--- src/rtl/updown_sweep_pkg.sv ---
// rtl/updown_sweep_pkg.sv - shared state encoding and counter mode constants
package updown_sweep_pkg;

  typedef enum logic [1:0] {
    ST_IDLE = 2'd0,
    ST_UP   = 2'd1,
    ST_DOWN = 2'd2,
    ST_DONE = 2'd3
  } sweep_state_t;

  localparam logic MODE_UP   = 1'b0;
  localparam logic MODE_DOWN = 1'b1;

endpackage

--- src/rtl/updown_counter_ld.sv ---
// rtl/updown_counter_ld.sv - loadable up/down counter, load wins over enable
module updown_counter_ld
  import updown_sweep_pkg::*;
#(
  parameter int WIDTH = 4
) (
  input  logic             clk,
  input  logic             reset,
  input  logic             en,
  input  logic             load,
  input  logic [WIDTH-1:0] load_val,
  input  logic             mode,
  output logic [WIDTH-1:0] count
);

  localparam logic [WIDTH-1:0] ONE = {{(WIDTH-1){1'b0}}, 1'b1};

  logic [WIDTH-1:0] r_count;

  // Count register: load takes priority, otherwise step by one in the selected direction.
  always_ff @(posedge clk or negedge reset) begin
    if (!reset) begin
      r_count <= '0;
    end else if (load) begin
      r_count <= load_val;
    end else if (en) begin
      r_count <= (mode == MODE_DOWN) ? (r_count - ONE) : (r_count + ONE);
    end
  end

  assign count = r_count;

endmodule

--- src/rtl/updown_sweep_ctrl.sv ---
// rtl/updown_sweep_ctrl.sv - triangle-wave sweep sequencer driving the loadable counter
module updown_sweep_ctrl
  import updown_sweep_pkg::*;
#(
  parameter int WIDTH   = 4,
  parameter int SWEEP_W = 8
) (
  input  logic               clk,
  input  logic               reset,
  input  logic               start,
  input  logic               abort,
  input  logic [WIDTH-1:0]   lo,
  input  logic [WIDTH-1:0]   hi,
  input  logic [SWEEP_W-1:0] n_sweeps,
  output logic [WIDTH-1:0]   count,
  output logic               mode,
  output logic               busy,
  output logic               done,
  output logic               err,
  output logic [SWEEP_W-1:0] sweep_cnt
);

  localparam logic [WIDTH-1:0]   ONE_W = {{(WIDTH-1){1'b0}}, 1'b1};
  localparam logic [SWEEP_W-1:0] ONE_S = {{(SWEEP_W-1){1'b0}}, 1'b1};

  sweep_state_t       r_state;
  logic               r_mode;
  logic               r_busy;
  logic               r_done;
  logic               r_err;
  logic [SWEEP_W-1:0] r_sweep_cnt;
  logic [WIDTH-1:0]   r_lo_q;
  logic [WIDTH-1:0]   r_hi_q;
  logic [SWEEP_W-1:0] r_n_q;

  sweep_state_t       w_state_nxt;
  logic               w_mode_nxt;
  logic               w_busy_nxt;
  logic               w_done_nxt;
  logic               w_err_nxt;
  logic [SWEEP_W-1:0] w_sweep_nxt;
  logic [WIDTH-1:0]   w_lo_nxt;
  logic [WIDTH-1:0]   w_hi_nxt;
  logic [SWEEP_W-1:0] w_n_nxt;
  logic               w_cnt_en;
  logic               w_cnt_load;
  logic [WIDTH-1:0]   w_cnt_load_val;
  logic [WIDTH-1:0]   w_cnt;
  logic [SWEEP_W-1:0] w_sweep_inc;
  logic               w_start_ok;

  assign w_sweep_inc = r_sweep_cnt + ONE_S;
  assign w_start_ok  = (lo < hi) && (n_sweeps != '0);

  updown_counter_ld #(
    .WIDTH (WIDTH)
  ) u_counter (
    .clk      (clk),
    .reset    (reset),
    .en       (w_cnt_en),
    .load     (w_cnt_load),
    .load_val (w_cnt_load_val),
    .mode     (r_mode),
    .count    (w_cnt)
  );

  // Next-state, counter control and next output values; turnarounds use loads so the count never wraps.
  always_comb begin
    w_state_nxt    = r_state;
    w_mode_nxt     = r_mode;
    w_busy_nxt     = r_busy;
    w_done_nxt     = 1'b0;
    w_err_nxt      = 1'b0;
    w_sweep_nxt    = r_sweep_cnt;
    w_lo_nxt       = r_lo_q;
    w_hi_nxt       = r_hi_q;
    w_n_nxt        = r_n_q;
    w_cnt_en       = 1'b0;
    w_cnt_load     = 1'b0;
    w_cnt_load_val = r_lo_q;

    if ((r_state != ST_IDLE) && abort) begin
      w_state_nxt = ST_IDLE;
      w_busy_nxt  = 1'b0;
    end else begin
      case (r_state)
        ST_IDLE: begin
          w_busy_nxt = 1'b0;
          if (start) begin
            if (w_start_ok) begin
              w_lo_nxt       = lo;
              w_hi_nxt       = hi;
              w_n_nxt        = n_sweeps;
              w_cnt_load     = 1'b1;
              w_cnt_load_val = lo;
              w_state_nxt    = ST_UP;
              w_mode_nxt     = MODE_UP;
              w_busy_nxt     = 1'b1;
              w_sweep_nxt    = '0;
            end else begin
              w_err_nxt = 1'b1;
            end
          end
        end
        ST_UP: begin
          if (w_cnt >= r_hi_q) begin
            w_state_nxt    = ST_DOWN;
            w_mode_nxt     = MODE_DOWN;
            w_cnt_load     = 1'b1;
            w_cnt_load_val = r_hi_q - ONE_W;
          end else begin
            w_cnt_en = 1'b1;
          end
        end
        ST_DOWN: begin
          if (w_cnt <= r_lo_q) begin
            w_sweep_nxt = w_sweep_inc;
            if (w_sweep_inc == r_n_q) begin
              w_state_nxt = ST_DONE;
              w_busy_nxt  = 1'b0;
              w_done_nxt  = 1'b1;
            end else begin
              w_state_nxt    = ST_UP;
              w_mode_nxt     = MODE_UP;
              w_cnt_load     = 1'b1;
              w_cnt_load_val = r_lo_q + ONE_W;
            end
          end else begin
            w_cnt_en = 1'b1;
          end
        end
        ST_DONE: begin
          w_state_nxt = ST_IDLE;
          w_busy_nxt  = 1'b0;
        end
        default: begin
          w_state_nxt = ST_IDLE;
          w_busy_nxt  = 1'b0;
        end
      endcase
    end
  end

  // State, latched window and registered status outputs.
  always_ff @(posedge clk or negedge reset) begin
    if (!reset) begin
      r_state     <= ST_IDLE;
      r_mode      <= MODE_UP;
      r_busy      <= 1'b0;
      r_done      <= 1'b0;
      r_err       <= 1'b0;
      r_sweep_cnt <= '0;
      r_lo_q      <= '0;
      r_hi_q      <= '0;
      r_n_q       <= '0;
    end else begin
      r_state     <= w_state_nxt;
      r_mode      <= w_mode_nxt;
      r_busy      <= w_busy_nxt;
      r_done      <= w_done_nxt;
      r_err       <= w_err_nxt;
      r_sweep_cnt <= w_sweep_nxt;
      r_lo_q      <= w_lo_nxt;
      r_hi_q      <= w_hi_nxt;
      r_n_q       <= w_n_nxt;
    end
  end

  assign count     = w_cnt;
  assign mode      = r_mode;
  assign busy      = r_busy;
  assign done      = r_done;
  assign err       = r_err;
  assign sweep_cnt = r_sweep_cnt;

endmodule

--- config.mk ---
export PLATFORM = sky130hd
export DESIGN_NAME = updown_sweep_ctrl
export DESIGN_NICKNAME = d
export VERILOG_FILES = /design/src/rtl/updown_sweep_pkg.sv /design/src/rtl/updown_counter_ld.sv /design/src/rtl/updown_sweep_ctrl.sv
export SDC_FILE = /design/constraint.sdc
export NUM_CORES = 1
export LEC_CHECK = 0
export ABC_AREA = 1
export CAP_MARGIN = 10
export CORE_ASPECT_RATIO = 2
export CORE_MARGIN = 2
export CORE_UTILIZATION = 45
export CTS_BUF_LIST = sky130_fd_sc_hd__clkbuf_16
export CTS_CLUSTER_DIAMETER = 80
export DETAILED_ROUTE_END_ITERATION = 7
export PLACE_DENSITY = 0.8
export SLEW_MARGIN = 10
export SYNTH_ARGS = -nofsm -noshare
export SYNTH_HDL_FRONTEND = slang
export SYNTH_SLANG_ARGS = --single-unit
--- constraint.sdc ---
create_clock -name clk -period 1.85 [get_ports clk]
set_input_delay 0.2775 -clock clk [delete_from_list [all_inputs] [get_ports clk]]
set_output_delay 0.2775 -clock clk [all_outputs]
set_load 0.1 [all_outputs]
==> key figures <==
Outcome
  • Status: finished, violations left
  • Violated checks: negative setup slack

Setup path
  • Number of buffer and inverter stages on the critical path: 1
  • Cell with the largest stage delay on the worst path: sky130_fd_sc_hd__dfrtp_4
  • R2r worst-path depth: 9
  • Critical path's top delay family: simple AND/OR/NAND/NOR gates
  • Critical Path Most Common Cell: sky130_fd_sc_hd__nand2_1
  • CP required: 2.03 ns
  • Critical Path Sink Type: flop
  • Startpoint kind of the worst setup timing path: flop
  • Number of logic stages on the critical path including buffering: 9
  • Critical path's largest stage delay: 0.49 ns
  • Biggest fanout along the worst timing path: 6
  • Arrival time reported for the critical path endpoint: 2.33 ns
  • Worst-path cell chain: ha_1 -> a21oi_2 -> nand4_1 -> o21ai_2 -> nand3_2 -> buf_6 -> xor2_1 -> nand2_1 -> nand2_1
  • Critical path class: flop to flop

Clocking
  • Number of CTS-inserted buffers: 5
  • Clock buffer depth: 2
  • CTS tree: yes
  • Clock-pin transition on the worst setup and hold timing paths: 0.05 ns
  • H-tree levels: 2
  • Count of clock tree sinks: 34
  • Clock root buffer: sky130_fd_sc_hd__clkbuf_16
  • Clk Latency, worst-skew pair: 0.28 ns

Drt
  • DRC Markers: 0
  • Vias per Instance: approximately 5.5
  • Routed wire length: 7990 µm
  • Number of optimization iterations in the first detailed-route pass: 4
  • Residual antenna-violating net count after detailed routing: 0
  • Routed length per placed instance: 15.7 µm
  • Iter 0 DRT Violations: 93
  • Number of vias in the routed layout: 2809

STA
  • Count of final hold-check violations: 0
  • Worst-case headroom to the max-slew limit: between 60% and 70%
  • Number of setup violations in the final report: 17
  • Minimum period implied by the final worst setup slack: 2.15 ns
  • Final worst clock skew: around 0.0047 ns
  • Upper clock frequency limit: between 400 and 500 MHz
  • RSZ-0062 raised after global routing: yes
  • Fin worst setup slack: -0.304 ns
  • Final Cycle Share: 116%
  • Number of pins exceeding their max-slew limit in the final report: 0
  • Worst Tran Pin Value: 0.465 ns

Layout
  • Ratio of cells with drive above 1 in the final layout: 38.2%
  • Antenna diodes: 0
  • Final-stage net count: 492
  • Cell area after layout: roughly 4000 µm²
  • Area Overhead vs Synth: 56.8%

Logic synthesis
  • Yosys warning total: 0
  • Distinct cell type count after synthesis: 37
  • Count of mapped cells out of synthesis: about 340
  • Number of flip-flops and latches in the synthesized netlist: 34
  • Avg Synthesized Cell Area: 7.52 µm²
  • Synthesized cell area: 2550 µm²
  • Syn nets: 380
  • Proportion of synthesized chip area in sequential cells: 33.4%

GRT
  • Met3 routing resource usage after global routing: 4.22%
  • Most Crowded Layer GR: met2
  • Via count of the first global-routing pass: between 2000 and 3000
  • Initial antenna violation count: 0
  • Largest net degree at the start of global routing: 35
  • GRT Total Usage: 27.1%
  • GR met1 Demand/Resource: 24.9%
  • Global routing met2 resource utilization: 49.0%
  • Total congestion overflow after global routing: 0
  • Wire length of the first global-routing pass: around 13000 µm

Placed design
  • Post-placement cell area: about 3600 µm²
  • Pre-CTS setup slack: -0.554 ns
  • Final weighted congestion of routability-driven global placement: between 0.9 and 1
  • Detailed placement HPWL: 6050 µm
  • Port bufs: 35

Pwr
  • Maximum VDD drop: about 0.0016 V
  • Switching part of the total power: about half
  • Cell-internal power: 3.70 mW
  • Leakage power of the design: 1.95 nW
  • Net switching component of the power: approximately 3.4 mW
  • Proportion of power drawn by the clock network: 10.9%
  • PwrDens: 1790 nW/µm²
  • Portion of total power attributed to sequential cells: around 18%
  • Part of the total power dissipated in combinational logic: 71.4%

Die
  • Die span in x: about 57 µm
  • Initial cell density of the core: 46.6%
  • I/O pin count: 36
  • Floorplan Core Area: between 5000 and 6000 µm²
  • Height of the chip: 110 µm
  • Number of rows in the core area: 38
  • Die Footprint: 6320 µm²

Min path
  • Class of the tightest hold or removal check: primary input to flop
  • Worst hold path depth: 3

Run
  • Reported max-cap violation count: 0
## state kept, by name (all words and copies together) (netlist names), 2 cells and up
register	flops
r_state	2
r_n_q	8
r_hi_q	4
r_lo_q	4
u_counter.count	4
sweep_cnt	8
## placed cells by master, fill, tap and decap left out, types with 4 or more instances in the layout
cell                              netlist  final
sky130_fd_sc_hd__a21oi_1                8      5
sky130_fd_sc_hd__buf_12                 0     10
sky130_fd_sc_hd__buf_4                  0     78
sky130_fd_sc_hd__buf_6                  0      5
sky130_fd_sc_hd__clkbuf_16              0      5
sky130_fd_sc_hd__clkdlybuf4s50_1        0     13
sky130_fd_sc_hd__dfrtp_1               34     21
sky130_fd_sc_hd__dfrtp_2                0      6
sky130_fd_sc_hd__dfrtp_4                0      7
sky130_fd_sc_hd__ha_1                  20     14
sky130_fd_sc_hd__ha_4                   0      5
sky130_fd_sc_hd__inv_1                 45     41
sky130_fd_sc_hd__inv_2                  1      4
sky130_fd_sc_hd__nand2_1               69     67
sky130_fd_sc_hd__nand2_2                8      8
sky130_fd_sc_hd__nand3_1               37     34
sky130_fd_sc_hd__nand3_2                3      6
sky130_fd_sc_hd__nand4_1               12     12
sky130_fd_sc_hd__nor2_1                23     20
sky130_fd_sc_hd__nor2_4                 4      8
sky130_fd_sc_hd__o211ai_1               4      4
sky130_fd_sc_hd__o21ai_0               30     13
sky130_fd_sc_hd__o21ai_1                1     15
sky130_fd_sc_hd__o21ai_2                2      5
sky130_fd_sc_hd__xor2_1                 4      4
## worst paths after layout
check	startpoint	to	slack (ns)
worst max-delay path	u_counter.count[3]	u_counter.count[0]	-0.30
worst min-delay path	hi[3]	r_hi_q[3]	0.26
worst max register to register	u_counter.count[3]	u_counter.count[0]	-0.30
worst min register to register	busy	busy	0.49
max in group asynchronous	reset	sweep_cnt[0]	1.06
min in group asynchronous	reset	done	0.41
## power groups by stage
stage	Clock [mW]	Sequential [mW]	Combinational [mW]
after floorplan	0	1.76	2.17
after global placement	0	1.24	4.25
after detailed placement	0	1.25	4.37
after CTS	0.794	1.25	4.84
after global routing	0.823	1.30	5.54
final	0.781	1.27	5.10
## layer usage
metal  vias to the layer above  part of all wire, %
met5                         -                    0
met4                         0                  8.0
met3                        46                  3.7
met2                        95                   57
met1                      1315                   32
li1                       1353                    -
## through the flow
| stage | cells | utilization, % | setup TNS [ns] | hold slack, ns | total power, mW |
|---|---|---|---|---|---|
| 5_1_grt | 510 | 73.1 | -5.12 | 0.273 | 7.66 |
| 3_5_place_dp | 491 | 65.7 | -12.34 | 0.479 | 5.62 |
| 6_report | 510 | 73.1 | -3.42 | 0.261 | 7.14 |
| 2_1_floorplan | 339 | - | -3.56 | -0.0181 | 3.93 |
| 3_3_place_gp | 491 | 65.7 | -10.61 | 0.476 | 5.49 |
| 4_1_cts | 505 | 71.5 | -3.11 | 0.381 | 6.89 |
## worst reg2reg max path, delay by kind of cell, from the launching register on
| kind | cells | cell delay [ns] |
|---|---|---|
| and+or+nand+nor | 4 | 0.50 |
| xor gates and xnor gates | 1 | 0.16 |
| DFF | 1 | 0.49 |
| AOI/OAI and AO/OA | 2 | 0.37 |
| adders and majority gates | 1 | 0.35 |
| buffers and inverters | 1 | 0.17 |
## cells by family (layout without fill, tap and decap cells)
logic type	Yosys count	count (layout)	synth area share (%)
AND/OR/NAND/NOR	172	172	33.8
buffers and inverters	54	165	8.15
adder cells (fa/ha/maj)	21	21	10.6
XOR/XNOR	7	7	2.41
AO/OA/AOI/OAI	49	49	10.8
flip-flops	34	34	33.4
multiplexers	2	2	0.884
## timing repair
item / 4_1_cts / 5_1_grt
setup endpoints to repair: 25 / 29
resized for setup: 38 / 21
setup buffers: 7 / 5
endpoints found under the hold margin: 0 / 0
hold buffers: 0 / 0
gates cloned: 1 / 0
pin swaps: 13 / 13
## final cells by class
class,count,area [µm²]
fill,370,1470
clock buffer,5,125
clock inverter,1,3.75
sequential,34,885
inverter,47,185
tap,60,75.1
multi-input combinational,251,1690
timing repair buffer,112,1040
## Yosys cell counts
cell | instances | share of area, %
sky130_fd_sc_hd__and2_4 | 1 | 0.34
sky130_fd_sc_hd__nand4_1 | 12 | 2.9
sky130_fd_sc_hd__a21oi_1 | 8 | 1.6
sky130_fd_sc_hd__o21ai_2 | 2 | 0.69
sky130_fd_sc_hd__or2_2 | 1 | 0.25
sky130_fd_sc_hd__inv_1 | 45 | 6.6
sky130_fd_sc_hd__xor2_1 | 4 | 1.4
sky130_fd_sc_hd__a31oi_1 | 1 | 0.25
sky130_fd_sc_hd__o21ai_1 | 1 | 0.20
sky130_fd_sc_hd__o21bai_1 | 1 | 0.29
sky130_fd_sc_hd__inv_4 | 1 | 0.25
sky130_fd_sc_hd__fa_1 | 1 | 0.79
sky130_fd_sc_hd__nor3_1 | 5 | 0.98
sky130_fd_sc_hd__nor2_1 | 23 | 3.4
sky130_fd_sc_hd__o311ai_0 | 1 | 0.34
sky130_fd_sc_hd__nand3_4 | 1 | 0.69
sky130_fd_sc_hd__nand3b_1 | 1 | 0.29
sky130_fd_sc_hd__nor4_1 | 1 | 0.25
sky130_fd_sc_hd__a2111oi_0 | 1 | 0.34
sky130_fd_sc_hd__xnor2_1 | 3 | 1.0
sky130_fd_sc_hd__nand3_2 | 3 | 1.2
sky130_fd_sc_hd__nand2_1 | 69 | 10
sky130_fd_sc_hd__nor2_2 | 3 | 0.74
sky130_fd_sc_hd__buf_2 | 2 | 0.39
sky130_fd_sc_hd__nor2_8 | 1 | 0.79
sky130_fd_sc_hd__nand2_4 | 1 | 0.44
sky130_fd_sc_hd__mux2_2 | 2 | 0.88
sky130_fd_sc_hd__dfrtp_1 | 34 | 33
sky130_fd_sc_hd__o211ai_1 | 4 | 1.2
sky130_fd_sc_hd__ha_1 | 20 | 9.8
sky130_fd_sc_hd__o21ai_0 | 30 | 5.9
sky130_fd_sc_hd__nand3_1 | 37 | 7.3
sky130_fd_sc_hd__nor3_2 | 1 | 0.39
sky130_fd_sc_hd__nor2_4 | 4 | 1.8
sky130_fd_sc_hd__inv_2 | 1 | 0.15
sky130_fd_sc_hd__nand2_2 | 8 | 2.0
sky130_fd_sc_hd__clkbuf_1 | 5 | 0.74
Note: power is estimated with default switching activity, not from simulation.
